**config.mk**
```make
export PLATFORM = sky130hd
export DESIGN_NAME = float_adder_controller_flat
export DESIGN_NICKNAME = d
export VERILOG_FILES = /design/src/rtl/fa_ctrl_pkg.sv /design/src/rtl/float_adder_controller_if.sv /design/src/rtl/fa_align_timer.sv /design/src/rtl/float_adder_controller.sv /design/src/flat_wrapper.sv
export SDC_FILE = /design/constraint.sdc
export NUM_CORES = 1
export LEC_CHECK = 0
export BUFFER_PORTS_ARGS = -buffer_cell sky130_fd_sc_hd__clkbuf_2
export CAP_MARGIN = 20
export CORE_MARGIN = 3
export CORE_UTILIZATION = 40
export DETAILED_ROUTE_END_ITERATION = 12
export PLACE_DENSITY_LB_ADDON = 0.3
export SYNTH_ARGS = -nofsm -noshare
export SYNTH_HDL_FRONTEND = slang
export SYNTH_SLANG_ARGS = --single-unit
```
**constraint.sdc**
```tcl
create_clock -name clk -period 2.95 [get_ports clk]
set_input_delay 0.59 -clock clk [delete_from_list [all_inputs] [get_ports clk]]
set_output_delay 0.59 -clock clk [all_outputs]
set_load 0.02 [all_outputs]
```
**src/rtl/fa_ctrl_pkg.sv**
```systemverilog
// Shared types and defaults for the single-precision adder sequencer.
// Strobe decode lives here so the state-to-output mapping is in one place.
package fa_ctrl_pkg;

    localparam int unsigned ALIGN_LIMIT_DEF = 26;
    localparam int unsigned TMR_W_DEF       = 5;

    typedef enum logic [2:0] {
        IDLE  = 3'd0,
        LOAD  = 3'd1,
        PREP  = 3'd2,
        ALIGN = 3'd3,
        SUM   = 3'd4,
        NORM  = 3'd5,
        DONE  = 3'd6
    } stateT;

    typedef struct packed {
        logic ldS1;
        logic ldS2;
        logic ldExp1;
        logic ldExp2;
        logic ldM1;
        logic ldM2;
        logic ldRegA;
        logic ldRegB;
        logic ldC;
        logic ldRegS;
        logic ldFM;
        logic busy;
        logic done;
    } strobesT;

    function automatic strobesT strobesFor(stateT s);
        strobesT r;
        r = '0;
        r.busy = (s != IDLE);
        case (s)
            LOAD: begin
                r.ldS1   = 1'b1;
                r.ldS2   = 1'b1;
                r.ldExp1 = 1'b1;
                r.ldExp2 = 1'b1;
                r.ldM1   = 1'b1;
                r.ldM2   = 1'b1;
            end
            PREP: begin
                r.ldRegA = 1'b1;
                r.ldRegB = 1'b1;
                r.ldC    = 1'b1;
            end
            SUM:     r.ldRegS = 1'b1;
            NORM:    r.ldFM   = 1'b1;
            DONE:    r.done   = 1'b1;
            default: ;
        endcase
        return r;
    endfunction

endpackage

```
**src/rtl/float_adder_controller_if.sv**
```systemverilog
// Handshake and strobe bundle between the adder sequencer and its datapath/consumer.
interface float_adder_controller_if;

    logic start;
    logic ack;
    logic complete;
    logic ovFlag;
    logic ldS1, ldS2, ldExp1, ldExp2, ldM1, ldM2;
    logic ldRegA, ldRegB, ldC;
    logic shEn, cntEn;
    logic ldRegS;
    logic ldFM;
    logic OV;
    logic busy;
    logic done;
    logic alignSat;

    modport master (
        input  start, ack, complete, ovFlag,
        output ldS1, ldS2, ldExp1, ldExp2, ldM1, ldM2,
        output ldRegA, ldRegB, ldC, shEn, cntEn, ldRegS, ldFM,
        output OV, busy, done, alignSat
    );

    modport slave (
        output start, ack, complete, ovFlag,
        input  ldS1, ldS2, ldExp1, ldExp2, ldM1, ldM2,
        input  ldRegA, ldRegB, ldC, shEn, cntEn, ldRegS, ldFM,
        input  OV, busy, done, alignSat
    );

endinterface

```
**src/rtl/fa_align_timer.sv**
```systemverilog
// Align-phase watchdog: counts ALIGN cycles and flags the last permitted one.
module fa_align_timer
    import fa_ctrl_pkg::*;
#(
    parameter int unsigned ALIGN_LIMIT = ALIGN_LIMIT_DEF,
    parameter int unsigned TMR_W       = TMR_W_DEF
) (
    input  logic clk,
    input  logic rst,
    input  logic clr,
    input  logic en,
    output logic limit
);

    logic [TMR_W-1:0] count;

    always_ff @(posedge clk) begin
        if (rst || clr) begin
            count <= '0;
        end else if (en) begin
            count <= count + TMR_W'(1);
        end
    end

    assign limit = (count == TMR_W'(ALIGN_LIMIT - 1));

endmodule

```
**src/rtl/float_adder_controller.sv**
```systemverilog
// Sequencer for the single-precision adder datapath: load, prep, align, sum, normalise, hold result.
module float_adder_controller
    import fa_ctrl_pkg::*;
#(
    parameter int unsigned ALIGN_LIMIT = ALIGN_LIMIT_DEF,
    parameter int unsigned TMR_W       = TMR_W_DEF
) (
    input logic                        clk,
    input logic                        rst,
    float_adder_controller_if.master   bus
);

    stateT   state;
    stateT   nextState;
    strobesT strb;
    logic    ovReg;
    logic    alignSat;
    logic    limit;

    fa_align_timer #(
        .ALIGN_LIMIT (ALIGN_LIMIT),
        .TMR_W       (TMR_W)
    ) alignTimer (
        .clk   (clk),
        .rst   (rst),
        .clr   (state == PREP),
        .en    (state == ALIGN),
        .limit (limit)
    );

    always_comb begin
        nextState = state;
        case (state)
            IDLE:    if (bus.start) nextState = LOAD;
            LOAD:    nextState = PREP;
            PREP:    nextState = ALIGN;
            ALIGN:   if (bus.complete || limit) nextState = SUM;
            SUM:     nextState = NORM;
            NORM:    nextState = DONE;
            DONE:    if (bus.ack) nextState = bus.start ? LOAD : IDLE;
            default: nextState = IDLE;
        endcase
    end

    // Strobes are registered from the next-state decode so they line up with the state they belong to.
    always_ff @(posedge clk) begin
        if (rst) begin
            state    <= IDLE;
            strb     <= '0;
            ovReg    <= 1'b0;
            alignSat <= 1'b0;
        end else begin
            state <= nextState;
            strb  <= strobesFor(nextState);
            if (state == LOAD) begin
                alignSat <= 1'b0;
                ovReg    <= 1'b0;
            end
            if (state == ALIGN && !bus.complete && limit) begin
                alignSat <= 1'b1;
            end
            if (state == NORM) begin
                ovReg <= bus.ovFlag;
            end
        end
    end

    assign bus.ldS1     = strb.ldS1;
    assign bus.ldS2     = strb.ldS2;
    assign bus.ldExp1   = strb.ldExp1;
    assign bus.ldExp2   = strb.ldExp2;
    assign bus.ldM1     = strb.ldM1;
    assign bus.ldM2     = strb.ldM2;
    assign bus.ldRegA   = strb.ldRegA;
    assign bus.ldRegB   = strb.ldRegB;
    assign bus.ldC      = strb.ldC;
    assign bus.ldRegS   = strb.ldRegS;
    assign bus.ldFM     = strb.ldFM;
    assign bus.busy     = strb.busy;
    assign bus.done     = strb.done;
    assign bus.alignSat = alignSat;

    // Shift/count follow complete combinationally; masked during reset so no shift leaks out.
    assign bus.shEn  = (state == ALIGN) && !bus.complete && !rst;
    assign bus.cntEn = (state == ALIGN) && !bus.complete && !rst;

    assign bus.OV = (state == NORM) ? bus.ovFlag :
                    (state == DONE) ? ovReg      : 1'b0;

endmodule

```
**src/flat_wrapper.sv**
```systemverilog
// flat-port wrapper written by rule: the top's interface ports become plain ports
module float_adder_controller_flat import fa_ctrl_pkg::*;
#(
    parameter int unsigned ALIGN_LIMIT = ALIGN_LIMIT_DEF,
    parameter int unsigned TMR_W       = TMR_W_DEF
)
  (clk, rst, bus_start, bus_ack, bus_complete, bus_ovFlag, bus_ldS1, bus_ldS2, bus_ldExp1, bus_ldExp2, bus_ldM1, bus_ldM2, bus_ldRegA, bus_ldRegB, bus_ldC, bus_shEn, bus_cntEn, bus_ldRegS, bus_ldFM, bus_OV, bus_busy, bus_done, bus_alignSat);
  float_adder_controller_if bus_i ();
  input logic clk;
  input logic rst;
  input wire logic [$bits(bus_i.start)-1:0] bus_start;
  input wire logic [$bits(bus_i.ack)-1:0] bus_ack;
  input wire logic [$bits(bus_i.complete)-1:0] bus_complete;
  input wire logic [$bits(bus_i.ovFlag)-1:0] bus_ovFlag;
  output wire logic [$bits(bus_i.ldS1)-1:0] bus_ldS1;
  output wire logic [$bits(bus_i.ldS2)-1:0] bus_ldS2;
  output wire logic [$bits(bus_i.ldExp1)-1:0] bus_ldExp1;
  output wire logic [$bits(bus_i.ldExp2)-1:0] bus_ldExp2;
  output wire logic [$bits(bus_i.ldM1)-1:0] bus_ldM1;
  output wire logic [$bits(bus_i.ldM2)-1:0] bus_ldM2;
  output wire logic [$bits(bus_i.ldRegA)-1:0] bus_ldRegA;
  output wire logic [$bits(bus_i.ldRegB)-1:0] bus_ldRegB;
  output wire logic [$bits(bus_i.ldC)-1:0] bus_ldC;
  output wire logic [$bits(bus_i.shEn)-1:0] bus_shEn;
  output wire logic [$bits(bus_i.cntEn)-1:0] bus_cntEn;
  output wire logic [$bits(bus_i.ldRegS)-1:0] bus_ldRegS;
  output wire logic [$bits(bus_i.ldFM)-1:0] bus_ldFM;
  output wire logic [$bits(bus_i.OV)-1:0] bus_OV;
  output wire logic [$bits(bus_i.busy)-1:0] bus_busy;
  output wire logic [$bits(bus_i.done)-1:0] bus_done;
  output wire logic [$bits(bus_i.alignSat)-1:0] bus_alignSat;
  assign bus_i.start = bus_start;
  assign bus_i.ack = bus_ack;
  assign bus_i.complete = bus_complete;
  assign bus_i.ovFlag = bus_ovFlag;
  assign bus_ldS1 = bus_i.ldS1;
  assign bus_ldS2 = bus_i.ldS2;
  assign bus_ldExp1 = bus_i.ldExp1;
  assign bus_ldExp2 = bus_i.ldExp2;
  assign bus_ldM1 = bus_i.ldM1;
  assign bus_ldM2 = bus_i.ldM2;
  assign bus_ldRegA = bus_i.ldRegA;
  assign bus_ldRegB = bus_i.ldRegB;
  assign bus_ldC = bus_i.ldC;
  assign bus_shEn = bus_i.shEn;
  assign bus_cntEn = bus_i.cntEn;
  assign bus_ldRegS = bus_i.ldRegS;
  assign bus_ldFM = bus_i.ldFM;
  assign bus_OV = bus_i.OV;
  assign bus_busy = bus_i.busy;
  assign bus_done = bus_i.done;
  assign bus_alignSat = bus_i.alignSat;
  float_adder_controller #(.ALIGN_LIMIT(ALIGN_LIMIT), .TMR_W(TMR_W)) u_core (.clk(clk), .rst(rst), .bus(bus_i));
endmodule
```
Yosys cells after proc, flatten, opt, wreduce, memory -nomap -nowiden:

Cells that the tools add are included.

* eq/ne operators: 12
* reductions and logical operators: 11
* $add $sub $neg: 1
* muxes and demuxes: 15

Operators with widths (count)
* $pmux 3 s7: 1
* $eq 3x3->1 const B: 6
* $mux 3: 4
* $eq 3x2->1 const B: 3
* $mux 1: 9
* $eq 3x1->1 const B: 2
* $mux 6: 1
* $add 5x1->5 const B: 1
* $eq 5x5->1 const B: 1
* $reduce_bool 2->1: 2
* $logic_and 1x1->1: 3
* $logic_not 3->1: 1
* $reduce_bool 3->1: 1
* $logic_not 1->1: 2
* $logic_or 1x1->1: 2

* word-level logic and storage cells: 56
* bits of input ports: 6
* bits in registers: 23

Depth between registers and ports, before layout:

Gate-level depths: netlist of the first run.

* depth in word-level cells: 6
* depth in mapped cells: 5
* gate-level depth less buffers: 5

Hierarchy:

Synthesis of the first run repeated with hierarchy kept, for this count alone.

* cell total of the unflattened synthesis: 88
* area, all modules: 842.1 um^2

By module, submodules not included
* float_adder_controller: times used 1, cells an instance 62, sequential area each 220.2 um^2, area each 574.3 um^2
* fa_align_timer: times used 1, cells an instance 26, sequential area each 100.1 um^2, area each 267.8 um^2

Least setup slack after synthesis of the first run:

Ideal clock, no wire load.

* path kind: input port to output port
* start: input port rst
* end: output port bus_shEn
* required time: 2.360 ns
* slack: 0.716 ns
* data arrival time: 1.644 ns
* cell stages on the path: 3
* cells stage by stage: clkbuf_1 > nor3b_1 > buf_4

* word-level cells in the longest chain between the ends: 2

RTL lines
* start, declared: line flat_wrapper.sv:10 `input logic rst;`
* $logic_not 1->1
* $logic_and 1x1->1
* end, declared: line flat_wrapper.sv:24 `output wire logic [$bits(bus_i.shEn)-1:0] bus_shEn;`

No other way between the ends.

Worst setup path after layout of the first run:

* start: register u_core.state[0]
* end: output port bus_cntEn

* word-level cells in the longest chain between the ends: 3

RTL lines
* start, declared: line float_adder_controller.sv:13 `stateT state;`
* start signal, assigned: line float_adder_controller.sv:53 `state <= nextState;`
* $eq 3x2->1: line float_adder_controller.sv:85 `assign bus.cntEn = (state == ALIGN) && !bus.complete && !rst;`
* $logic_and 1x1->1 (2 in a row): line float_adder_controller.sv:85
* end, declared: line flat_wrapper.sv:25 `output wire logic [$bits(bus_i.cntEn)-1:0] bus_cntEn;`

No other way between the ends.

==> impl_summary.md, run 1 <==
Logic synthesis
After synthesis, flip-flops and latches occupy 37.54% of the total area. The mean instance size in the synthesized netlist is 9.481 µm². The post-synthesis sequential element count is 16. Yosys printed 0 warnings.

The net count after synthesis is 98. Counting distinct cell types in the post-synthesis netlist gives 38. Counting every instance in the synthesized netlist gives 90. The synthesized design contains 0 enable-type register cells. Summing every instance area after synthesis gives 853.3 µm².

The fraction of synthesis flops using an asynchronous set or reset pin is 0%. The dominant register cell in the synthesized netlist is sky130_fd_sc_hd__dfxtp_1.

Die
The count of boundary I/O pins is 23. In this run the vertical extent of the chip is 52.19 µm. The floorplan step defined a die boundary enclosing 2723 µm². Measured along the x axis, the die boundary spans 52.19 µm. The initialized floorplan defines 16 standard-cell rows. The area inside the core boundary is 1982 µm². For this configuration, the core starts out at a cell density of 43.06%.

Global routing
Entering global routing, the biggest net connects 20 pins. The total overflow left after global routing is 0. The number of antenna violations at the first check in global routing is 0. Global routing consumed, over all layers together, 12.48% of the routing resources. The number of global-route vias before repair is 580. The first-pass GRT wire length is 2559 µm.

Placement
In this run the cell area measured after placement is 907.1 µm². The total of buffers placed on input and output ports is 22. The final HPWL from detailed placement is 1151 µm. The congestion estimate from routability-driven global placement came to 0.8007.

Power and ir drop
For this design the static power due to leakage is 0.4341 nW. IR analysis of the VDD net gives a maximum drop of 0.0002361 V. The total power divided by cell area is 486.4 nW/µm².

STA
The final critical path takes up 84.97% of the cycle. Setup repair after global routing left no endpoint under its margin. Setup violations remaining at the end of the flow were counted as 0. The count of pins over their slew limit is 0. The final total negative setup slack is 0 ns. For the final database, setup skew stands at 0.005099 ns. The number of hold violations in the final report is 0. The worst pin sits at a relative slew slack of 63.83%. The routed design could run at a clock period as short as 2.507 ns. Timing would allow up to 398.9 MHz. The slew of the pin with the lowest slew margin is 0.5419 ns.

Layout
At the end of the flow, the number of nets in the layout was 112. Fill cells in the final layout number 197. The final cell area excluding filler cells is 943.4 µm². The number of antenna repair diodes is 0.

The layout overhead on the synthesized area is 10.56%. Of the cells placed in the final design, the portion with a size suffix greater than 1 is 30.10%.

Worst hold path
The worst hold path passes through 2 cells. The startpoint identified for the worst hold timing path is u_core.ovReg. The path class of the tightest hold or removal check is flip-flop to flip-flop. The path with the worst hold slack has its endpoint at u_core.ovReg.

Worst setup path
Of all nets on the critical path, the largest fanout is 16. The type of the worst setup path is flip-flop to output port. The reg-to-reg critical path startpoint is u_core.state[0]. The endpoint of the most critical register-to-register path is u_core.bus.ldM2. The sort of element at the end of the critical path is an output port. The setup check on the worst reg-to-reg path leaves a slack of 1.39 ns. The data required time of the worst path is 2.36 ns. Measured in cells, the most critical reg-to-reg path has a length of 3.

The startpoint type of the worst setup path is a flip-flop. The data arrival time of the critical path is 1.92 ns.

Drt
The total detailed-routing wirelength is 1590 µm. The detailed router's first-iteration violation count is 23. The average routed wire per standard cell is 12.23 µm. Once detail routing completed, the nets flagged for antenna violations numbered 0. After detailed routing, the number of vias per cell comes to 5.177.

The remaining routing DRC violations is 0. The total number of vias is 673. The total iterations of the first detailed-routing run is 4.

CTS
Post-CTS repair changed the size of 0 cells. TritonCTS built the clock tree. In this run, CTS created clock tree buffers numbering 3.

The number of hold buffers added after CTS was 0. The later pin in the worst-skew pair is clocked with a latency of 0.28 ns. The post-CTS setup buffer count is 0. The total clock sinks is 16.

The level count of the clock H-tree is 1. Clock-pin slew was measured on the worst setup and hold paths at 0.10 ns. The cell sitting at the root of the clock tree is a sky130_fd_sc_hd__clkbuf_4. Counting along the longest clock path gives a buffer depth of 2.

Run status
The flow ran to the end, and the final reports show no timing, DRC or antenna violations.

Flow run
Across the run, the number of max-cap violations was 0.
## metal layers
| metal | vias up | track usage (%) | wire length (µm) |
|---|---|---|---|
| li1 | 340 | - | - |
| met1 | 309 | 18.80 | 813 |
| met4 | 0 | 7.660 | 14 |
| met5 | - | 0 | 0 |
| met3 | 2 | 2.564 | 88 |
| met2 | 22 | 15.69 | 672 |
## synthesized netlist by cell type, types with 2 or more instances
cell type | count | area (µm²)
sky130_fd_sc_hd__dfxtp_1 | 16 | 320.3
sky130_fd_sc_hd__nor3_1 | 2 | 10.01
sky130_fd_sc_hd__buf_6 | 2 | 22.52
sky130_fd_sc_hd__nand2_1 | 5 | 18.77
sky130_fd_sc_hd__a21oi_1 | 3 | 15.01
sky130_fd_sc_hd__ha_1 | 2 | 25.02
sky130_fd_sc_hd__nand3b_1 | 3 | 22.52
sky130_fd_sc_hd__mux2i_1 | 2 | 20.02
sky130_fd_sc_hd__nand3_1 | 5 | 25.02
sky130_fd_sc_hd__inv_1 | 2 | 7.510
sky130_fd_sc_hd__nor2b_1 | 2 | 12.51
sky130_fd_sc_hd__buf_4 | 8 | 60.06
sky130_fd_sc_hd__nand4_1 | 2 | 12.51
sky130_fd_sc_hd__nor3b_1 | 2 | 15.01
sky130_fd_sc_hd__clkbuf_1 | 3 | 11.26
sky130_fd_sc_hd__a211oi_1 | 2 | 15.01
sky130_fd_sc_hd__nand4b_1 | 2 | 17.52
sky130_fd_sc_hd__o211a_1 | 2 | 20.02
sky130_fd_sc_hd__nor2_1 | 6 | 22.52
## area by class of cell
cell class	instances	area (µm²)	area share [%]
Clock buffer	4	36.28	3.846
Inverter	2	7.507	0.7958
Multi-Input combinational cell	58	427.9	45.36
Sequential cell	16	320.3	33.95
Tap cell	27	33.78	3.581
Timing Repair Buffer	23	117.6	12.47
## through the flow
| step | power [mW] | setup slack, ns | instances | utilization (%) | hold slack [ns] |
|---|---|---|---|---|---|
| after floorplan | 0.3086 | 0.7163 | 90 | - | 0.4320 |
| after global placement | 0.3183 | 0.8955 | 126 | 45.77 | 0.4437 |
| after detailed placement | 0.3199 | 0.8268 | 126 | 45.77 | 0.4570 |
| after CTS | 0.4624 | 0.4806 | 130 | 47.60 | 0.4716 |
| after global routing | 0.4836 | 0.3439 | 130 | 47.60 | 0.5050 |
| final | 0.4589 | 0.4433 | 130 | 47.60 | 0.4680 |
## critical path, stage by stage, from the launching register on
cell and delay (ns):
sky130_fd_sc_hd__dfxtp_1 0.67, sky130_fd_sc_hd__and3b_1 0.41, sky130_fd_sc_hd__nor3b_1 0.32, sky130_fd_sc_hd__clkbuf_2 0.23
## cell families after synthesis
family	count (synthesis)	synth area share (%)
muxes	2	2.346
AOI/OAI and AO/OA	16	17.59
buffers and inverters	16	12.32
xor gates and xnor gates	2	2.053
adders and majority gates	2	2.932
DFF	16	37.54
and+or+nand+nor	36	25.22
## registers in the layout, indices dropped and copies added (netlist names)
signal and flops:
u_core.alignTimer.count 5, u_core.bus.alignSat 1, u_core.bus.ldFM 1, u_core.ovReg 1, u_core.bus.ldM2 1, u_core.bus.done 1
u_core.state 3, u_core.bus.busy 1, u_core.bus.ldRegS 1, u_core.bus.ldC 1
## report_power, final
part	total [mW]	internal, mW	leakage (nW)	switching (mW)
Combinational	0.0751	0.0302	0.283	0.0449
Clock	0.143	0.0750	0.0210	0.0684
Sequential	0.240	0.224	0.130	0.0162
Total	0.459	0.329	0.434	0.130
## placed cells by master (no fill, tap or decap), drive strengths merged
master / synthesis / final
ha: 2 / 2
a21oi: 3 / 3
nor3: 2 / 2
and2: 1 / 1
nand2b: 1 / 1
inv: 2 / 2
a21boi: 1 / 1
clkbuf: 3 / 26
nand2: 5 / 5
nor2b: 2 / 2
a311o: 1 / 1
nand3b: 3 / 3
nor4b: 1 / 1
and3b: 1 / 1
a2111oi: 1 / 1
mux2i: 2 / 2
a21o: 2 / 2
xnor2: 1 / 1
nand3: 5 / 5
or3b: 1 / 1
o211a: 2 / 2
buf: 11 / 1
o221a: 1 / 1
and4b: 1 / 1
a211oi: 2 / 2
xor2: 1 / 1
nand4: 2 / 2
dfxtp: 16 / 16
nor4bb: 1 / 1
a311oi: 1 / 1
nand4b: 2 / 2
nor3b: 2 / 2
nor2: 6 / 6
o21a: 1 / 1
o21ai: 1 / 1
## worst max-delay path by stage
stage	endpoint	cells past startpoint	from	slack (ns)
after floorplan	bus_shEn	3	rst	0.72
after global placement	bus_shEn	3	u_core.state[0]	0.90
after detailed placement	bus_cntEn	3	u_core.state[0]	0.83
after CTS	bus_cntEn	3	u_core.state[0]	0.48
after global routing	bus_cntEn	3	u_core.state[0]	0.34
final	bus_cntEn	3	u_core.state[0]	0.44
Note: power is estimated with default switching activity, not from simulation.
==> inputs of run 2 (changes only) <==
--- a/config.mk
+++ b/config.mk
@@ -5,6 +5,7 @@
 export SDC_FILE = /design/constraint.sdc
 export NUM_CORES = 1
 export LEC_CHECK = 0
+export ABC_AREA = 1
 export BUFFER_PORTS_ARGS = -buffer_cell sky130_fd_sc_hd__clkbuf_2
 export CAP_MARGIN = 20
 export CORE_MARGIN = 3
==> constraint.sdc (replaced) <==
create_clock -name clk -period 2.5 [get_ports clk]
set_input_delay 0.5 -clock clk [delete_from_list [all_inputs] [get_ports clk]]
set_output_delay 0.5 -clock clk [all_outputs]
set_load 0.02 [all_outputs]
==> impl_summary.md, run 2 <==
Power and ir drop
The part of the total power dissipated in the clock network is 24.9% (was 31.3%). The leakage power is 0.4865 nW (was 0.4341 nW). The sequential cell fraction of total power is 53.0% (was 52.4%). The internal power was 364.1 µW (was 329.3 µW). The logic gate share of total power is 22.1% (was 16.4%). The worst voltage drop across the vdd grid is 0.0002550 V (was 0.0002361 V). The total power divided by cell area is 579.7 nW/µm² (was 486.4 nW/µm²). The share of total power consumed by net switching is 31.98% (was 28.22%).

The total power draw is 535.3 µW (was 458.9 µW). The switching component of the power was 171.2 µW (was 129.5 µW).

Worst hold path
The end point of the most critical hold path was u_core.ovReg (unchanged). The worst hold path class is primary input to flip-flop (was flip-flop to flip-flop). The number of cells on the worst hold path came to 3 (was 2). The origin of the worst min-delay path is bus_ovFlag (was u_core.ovReg).

STA
The worst setup slack after layout is 0.5564 ns (was 0.4433 ns). RSZ-0062 raised after global routing: false (unchanged). Timing would allow up to 514.5 MHz. The final number of setup-violating endpoints came to 0 (unchanged).

The number of hold violations in the final report came to 0 (unchanged). The worst slew slack as a fraction of its limit is 85.54% (was 63.83%). In the finished design, the share of the clock period the worst path needs comes to 77.74%.

The final-layout worst hold slack is 0.4594 ns (was 0.4680 ns). The final total negative setup slack is 0 ns (unchanged). The count of pins over their slew limit is 0 (unchanged). The slew of the pin with the lowest slew margin was 0.2146 ns (was 0.5419 ns). Subtracting the final worst setup slack from the clock period gives 1.944 ns. The final worst clock skew was 0.003492 ns (was 0.005099 ns).

Worst setup path
The endpoint of the most critical register-to-register path is u_core.bus.busy (was u_core.bus.ldM2). The type of the worst setup path is flip-flop to output port (unchanged). The reg-to-reg critical path startpoint is u_core.alignTimer.count[1] (was u_core.state[0]). The startpoint type of the worst setup path is a flip-flop (unchanged).

The depth of the worst register-to-register path is 10 (was 3). The cell with the largest stage delay on the worst path is sky130_fd_sc_hd__dfxtp_1 (unchanged). The most prevalent standard cell on the critical path is sky130_fd_sc_hd__inv_2. The worst stage delay on the critical path was 0.42 ns (was 0.67 ns). The data arrival time of the critical path is 1.44 ns (was 1.92 ns). The sort of element at the end of the critical path is an output port (unchanged). The internal reg-to-reg setup slack is 1.23 ns (was 1.39 ns). Critical path, cell by cell: nand2_1, inv_2, nand2_4, inv_2, nand2_2, nor2_1, clkbuf_2 (was and3b_1, nor3b_1, clkbuf_2).

The data required time of the worst path is 2.00 ns (was 2.36 ns). The largest fanout of any net on the critical path is 7 (was 16).

Global routing
The first-pass GRT wire length was 2497 µm (was 2559 µm). The number of global-route vias before repair was 651 (was 580). The overall routing resource usage is 12.88% (was 12.48%).

The number of antenna violations at the first check in global routing is 0 (unchanged). The sum of overflow across all layers after global routing is 0 (unchanged). The largest net degree at the start of global routing is 9 (was 20).

Placement
The total of buffers placed on input and output ports was 22 (unchanged). The worst setup slack after placement is 0.8690 ns (was 0.8268 ns). The final HPWL from detailed placement was 1184 µm (was 1151 µm).

The number of cells after detailed placement is 158 (was 126). The weighted congestion at the end of routability-driven global placement was 0.8010 (was 0.8007). The cell area after placement is 900.9 µm² (was 907.1 µm²).

Layout
The layout overhead on the synthesized area was 12.67% (was 10.56%). The ratio of cells with drive above 1 in the final layout is 25.74% (was 30.10%). The sequential cell area is 320.3 µm² (unchanged). Commonest non-fill, non-tap cells in the layout: sky130_fd_sc_hd__nand2_1, sky130_fd_sc_hd__clkbuf_2, sky130_fd_sc_hd__nor2_1 (was sky130_fd_sc_hd__clkbuf_2, sky130_fd_sc_hd__dfxtp_1, sky130_fd_sc_hd__nor2_1). The most common cell after layout, fill and taps aside is sky130_fd_sc_hd__nand2_1 (was sky130_fd_sc_hd__clkbuf_2). The area used by multi-input combinational logic was 360.3 µm² (was 427.9 µm²). The layout net count is 146 (was 112).

The utilization after layout is 50.72% (was 47.60%). The number of antenna repair diodes is 0 (unchanged). The final cell area excluding filler cells was 923.4 µm² (was 943.4 µm²).

The number of fill cells is 186 (was 197). The largest register by flop count is u_core.alignTimer.count (unchanged). The number of flip-flops in the largest register is 5 (unchanged). Largest registers in the final layout: u_core.alignTimer.count x5, u_core.state x3 (unchanged).

The final non-filler cell total is 161 (was 130).

Drt
The post-detailed-route via-to-cell ratio is 4.391 (was 5.177). The detailed router's first-iteration violation count is 20 (was 23). The routed metal-1 wirelength was 673 µm (was 813 µm). The remaining routing DRC violations is 0 (unchanged). The total length of routed met2 wires is 661 µm (was 672 µm).

The total detailed-routing wirelength is 1461 µm (was 1590 µm). The count of antenna-violating nets left after detailed routing is 0 (unchanged). The total number of vias is 707 (was 673). The sum of met3 wire segment lengths after detailed routing is 83 µm (was 88 µm).

The average routed wire per standard cell came to 9.075 µm (was 12.23 µm). The total iterations of the first detailed-routing run came to 6 (was 4). The uppermost layer routed is met4 (unchanged).

CTS
The clock tree from TritonCTS is built (unchanged). The worst-skew pair later-pin latency is 0.29 ns (was 0.28 ns). The total clock sinks came to 16 (unchanged). The TritonCTS buffer count is 3 (unchanged). The CTS clock-pin slew for the worst setup and hold paths is 0.09 ns (was 0.10 ns). The maximum root-to-sink buffer count came to 2 (unchanged). The CTS root buffer was sky130_fd_sc_hd__clkbuf_4 (unchanged).

The quantity of hold-fixing buffers added after cts is 0 (unchanged). The level count of the clock H-tree is 1 (unchanged). The post-CTS setup buffer count is 0 (unchanged). The number of gates resized after cts is 0 (unchanged).

Die
The x dimension of the die is 51.27 µm (was 52.19 µm). The area inside the core boundary was 1821 µm² (was 1982 µm²). The count of boundary I/O pins is 23 (unchanged). The total die area is 2628 µm² (was 2723 µm²). The number of placement rows was 15 (was 16). The die extent in y came to 51.27 µm (was 52.19 µm). The initial cell density of the core is 45.02% (was 43.06%).

Run status
Result of the run: completed (unchanged).

Logic synthesis
The dominant register cell in the synthesized netlist is sky130_fd_sc_hd__dfxtp_1 (unchanged). The count of unique library cells instantiated by Yosys is 16 (was 38). The proportion of synthesized chip area in sequential cells is 39.08% (was 37.54%). The mean instance size in the synthesized netlist was 6.887 µm² (was 9.481 µm²). The post-synthesis sequential element count was 16 (unchanged). The post-synthesis instance total is 119 (was 90).

Biggest area contributors in the synthesized netlist: sky130_fd_sc_hd__dfxtp_1, sky130_fd_sc_hd__nand2_1, sky130_fd_sc_hd__nor2_1 (was sky130_fd_sc_hd__dfxtp_1, sky130_fd_sc_hd__buf_4, sky130_fd_sc_hd__a2111oi_4). Synth cell count leaders: sky130_fd_sc_hd__nand2_1, sky130_fd_sc_hd__nor2_1, sky130_fd_sc_hd__inv_1 (was sky130_fd_sc_hd__dfxtp_1, sky130_fd_sc_hd__buf_4, sky130_fd_sc_hd__nor2_1). The library cell with the highest instance count after synthesis is sky130_fd_sc_hd__nand2_1 (was sky130_fd_sc_hd__dfxtp_1). The net count after synthesis is 127 (was 98). The cell type with the highest aggregate area in the netlist is sky130_fd_sc_hd__dfxtp_1 (unchanged). The area share of the leading cell type in the synthesized netlist was 39.08% (was 37.54%). The number of warnings reported in the yosys synthesis log is 0 (unchanged). The post-synthesis cell area was 819.5 µm² (was 853.3 µm²). The number of synthesized flops with an enable pin was 0 (unchanged).

The fraction of synthesis flops using an asynchronous set or reset pin is 0% (unchanged).

Flow run
The max capacitance violation total was 0 (unchanged).
## run 2: cell count changes in the layout (fill, tap and decap cells not counted), moves of 3 or more
cell | before | now
sky130_fd_sc_hd__nor2_1 | 6 | 19
sky130_fd_sc_hd__nand2_1 | 5 | 29
sky130_fd_sc_hd__a21oi_1 | 3 | 7
sky130_fd_sc_hd__nand3b_1 | 3 | 0
sky130_fd_sc_hd__o21ai_0 | 1 | 4
sky130_fd_sc_hd__inv_2 | 0 | 3
sky130_fd_sc_hd__inv_1 | 2 | 18
sky130_fd_sc_hd__nand3_2 | 0 | 3
## run 2: final cells by class
cell class / instances / share of cell area, %
flip-flops and latches: 16 / 34.69
inverters: 21 / 8.537
well taps: 25 / 3.388
multi-input cells: 74 / 39.02
repair buffers: 22 / 11.92
clock buffers: 3 / 2.439
## run 2: per-layer routing
metal	global-route usage, %	vias up
met5	0	-
met4	9.607	0
met3	3.207	5
met2	21.03	17
met1	14.34	296
li1	-	389
## run 2: cells by family (layout without fill, tap and decap cells)
family	count (synthesis)	count (layout)	share of synthesized area (%)
AND/OR/NAND/NOR	61	61	34.20
buffers and inverters	29	46	16.95
flip-flops	16	16	39.08
AO/OA/AOI/OAI	11	11	6.717
adder cells (fa/ha/maj)	2	2	3.053
## run 2: worst max path at each step
stage                          startpoint   endpoint  slack (ns)
after floorplan           u_core.state[0]   bus_shEn        0.72
after global placement    u_core.state[0]   bus_shEn        0.93
after detailed placement  u_core.state[1]  bus_cntEn        0.87
after CTS                 u_core.state[1]  bus_cntEn        0.55
after global routing      u_core.state[0]  bus_cntEn        0.38
final                     u_core.state[1]  bus_cntEn        0.56
## run 2: power groups by stage
| stage | clock (mW) | combinational [mW] | sequential (mW) |
|---|---|---|---|
| final | 0.133 | 0.118 | 0.284 |
| after global routing | 0.147 | 0.133 | 0.287 |
| after CTS | 0.138 | 0.120 | 0.284 |
| after detailed placement | 0 | 0.119 | 0.290 |
| after global placement | 0 | 0.118 | 0.288 |
| after floorplan | 0 | 0.0902 | 0.297 |
## run 2: worst max-delay path: cells and delay by family (launching register included)
kind	cells	cell delay, ns
buffers and inverters	3	0.39
AND/OR/NAND/NOR	4	0.34
flip-flops	1	0.42
==> inputs of run 3 (changes only) <==
==> constraint.sdc (replaced) <==
create_clock -name clk -period 1.88 [get_ports clk]
set_input_delay 0.376 -clock clk [delete_from_list [all_inputs] [get_ports clk]]
set_output_delay 0.376 -clock clk [all_outputs]
set_load 0.02 [all_outputs]
==> impl_summary.md, run 3 (synthesis results as in run 2) <==
Run status
Result of the run: completed (unchanged).

Layout
The number of antenna repair diodes is 0 (unchanged). The most common cell after layout, fill and taps aside is sky130_fd_sc_hd__nand2_1 (unchanged). The largest register by flop count is u_core.alignTimer.count (unchanged). The sequential cell area is 322.8 µm² (was 320.3 µm²). The layout net count was 146 (unchanged). The number of flip-flops in the largest register is 5 (unchanged). The area used by multi-input combinational logic is 360.3 µm² (unchanged).

Largest registers in the final layout: u_core.alignTimer.count x5, u_core.state x3 (unchanged). The ratio of cells with drive above 1 in the final layout came to 27.74% (was 25.74%). The layout overhead on the synthesized area is 14.66% (was 12.67%). The number of fill cells came to 213 (was 186).

Commonest non-fill, non-tap cells in the layout: sky130_fd_sc_hd__nand2_1, sky130_fd_sc_hd__clkbuf_2, sky130_fd_sc_hd__nor2_1 (unchanged).

Worst setup path
The cell with the largest stage delay on the worst path is sky130_fd_sc_hd__dfxtp_2 (was sky130_fd_sc_hd__dfxtp_1). The largest fanout of any net on the critical path came to 7 (unchanged). The data arrival time of the critical path came to 1.37 ns (was 1.44 ns).

The type of the worst setup path is flip-flop to output port (unchanged). Critical path, cell by cell: nand2_1, inv_2, nand2_4, inv_2, nand2_2, nor2_1, clkbuf_2 (unchanged). The data required time of the worst path is 1.50 ns (was 2.00 ns). The most prevalent standard cell on the critical path is sky130_fd_sc_hd__inv_2 (unchanged). The sort of element at the end of the critical path is an output port (unchanged).

The internal reg-to-reg setup slack is 0.62 ns (was 1.23 ns). The worst stage delay on the critical path is 0.38 ns (was 0.42 ns). The startpoint type of the worst setup path is a flip-flop (unchanged).

CTS
The clock tree from TritonCTS is built (unchanged). The worst-skew pair later-pin latency was 0.29 ns (about the same). The maximum root-to-sink buffer count was 2 (unchanged). The post-CTS setup buffer count is 0 (unchanged).

The level count of the clock H-tree is 1 (unchanged). The CTS root buffer is sky130_fd_sc_hd__clkbuf_4 (unchanged). The number of gates resized after cts is 0 (unchanged). The quantity of hold-fixing buffers added after cts is 0 (unchanged). The total clock sinks is 16 (unchanged). The CTS clock-pin slew for the worst setup and hold paths came to 0.10 ns (was 0.09 ns). The TritonCTS buffer count is 3 (unchanged).

STA
The worst path needs 1.750 ns of the cycle, external delays included. The number of hold violations in the final report is 0 (unchanged). The slew of the pin with the lowest slew margin is 0.2226 ns (was 0.2146 ns). Of the available clock period, the critical path in the final layout requires 93.10%. The final number of setup-violating endpoints is 0 (unchanged). RSZ-0062 raised after global routing: false (unchanged).

The final total negative setup slack is 0 ns (unchanged). The worst slew slack as a fraction of its limit is 85.00% (was 85.54%). The final-layout worst hold slack was 0.3191 ns (was 0.4594 ns). The highest clock frequency the design can meet is 571.4 MHz. The count of pins over their slew limit is 0 (unchanged). The final worst clock skew is 0.007469 ns (was 0.003492 ns).

Drt
The total detailed-routing wirelength is 1433 µm (was 1461 µm). The post-detailed-route via-to-cell ratio is 4.389 (was 4.391). The detailed router's first-iteration violation count is 12 (was 20).

The remaining routing DRC violations is 0 (unchanged). The count of antenna-violating nets left after detailed routing is 0 (unchanged). The total iterations of the first detailed-routing run is 4 (was 6). The average routed wire per standard cell is 8.846 µm (was 9.075 µm). The total number of vias is 711 (was 707).

Power and ir drop
The part of the total power dissipated in the clock network was 30.0% (was 24.9%). The share of total power consumed by net switching is 30.60% (was 31.98%). The internal power is 529.6 µW (was 364.1 µW). The leakage power is 0.4944 nW (was 0.4865 nW). The switching component of the power is 233.5 µW (was 171.2 µW). The total power divided by cell area is 812.1 nW/µm² (was 579.7 nW/µm²).

The logic gate share of total power is 20.5% (was 22.1%). The worst voltage drop across the vdd grid is 0.0003840 V (was 0.0002550 V). The sequential cell fraction of total power was 49.6% (was 53.0%).

Die
The x dimension of the die was 51.27 µm (unchanged). The area inside the core boundary is 1821 µm² (unchanged). The initial cell density of the core was 45.02% (unchanged). The total die area is 2628 µm² (unchanged). The count of boundary I/O pins is 23 (unchanged). The die extent in y is 51.27 µm (unchanged).

The number of placement rows came to 15 (unchanged).

Global routing
The number of global-route vias before repair is 626 (was 651). The first-pass GRT wire length came to 2587 µm (was 2497 µm). The largest net degree at the start of global routing was 10 (was 9). The overall routing resource usage is 13.29% (was 12.88%).

The number of antenna violations at the first check in global routing is 0 (unchanged). The sum of overflow across all layers after global routing is 0 (unchanged).

Placement
The final HPWL from detailed placement is 1184 µm (about the same). The weighted congestion at the end of routability-driven global placement was 0.8073 (was 0.8010). The total of buffers placed on input and output ports is 22 (unchanged).

Worst hold path
The worst hold path class was primary input to flip-flop (unchanged).

Flow run
The max capacitance violation total is 0 (unchanged).
[run 3: cell types whose count changed in the layout (fill, tap and decap cells not counted), sizes merged]
cell,change
clkbuf,+1
[run 3: power by group through the flow]
stage               Clock [mW]  Sequential, mW  Combinational, mW
finish                   0.229           0.378              0.156
global route             0.253           0.382              0.177
CTS                      0.243           0.377              0.159
detailed placement           0           0.385              0.158
global placement             0           0.383              0.157
floorplan                    0           0.395              0.120
[run 3: worst paths after layout]
kind,from,endpoint,cells past startpoint
max,u_core.state[0],bus_cntEn,7
min reg2reg,u_core.ovReg,u_core.ovReg,2
max reg2reg,u_core.alignTimer.count[1],u_core.bus.busy,10
min,bus_ovFlag,u_core.ovReg,3
[run 3: worst max-delay path, delay by kind of cell (launching register included)]
kind	cells	cell delay, ns
buffers and inverters	3	0.38
flip-flops	1	0.38
AND/OR/NAND/NOR	4	0.31
[run 3: metrics by stage]
stage	power, mW	instances	util, %	setup WS, ns	cell area [µm²]
after global placement	0.5404	158	49.48	0.4306	900.9
after floorplan	0.5149	119	-	0.2244	819.5
final	0.7631	162	51.62	0.1298	939.7
after global routing	0.8128	162	51.62	0.03697	939.7
after CTS	0.7785	162	51.48	0.05566	937.1
after detailed placement	0.5429	158	49.48	0.3962	900.9
[run 3: routing by layer]
metal / global-route usage (%) / routed length, µm / part of all wire [%] / up-vias
li1: - / - / - / 392
met1: 14.64 / 625 / 44 / 300
met2: 22.75 / 689 / 48 / 15
met3: 5.248 / 92 / 6.4 / 4
met4: 5.240 / 25 / 1.7 / 0
met5: 0 / 0 / 0 / -
[run 3: final cells by class]
type	count	area share, %
clock buffers	4	3.862
inverters	21	8.389
multi-input cells	74	38.35
flip-flops and latches	16	34.35
well taps	25	3.329
repair buffers	22	11.72
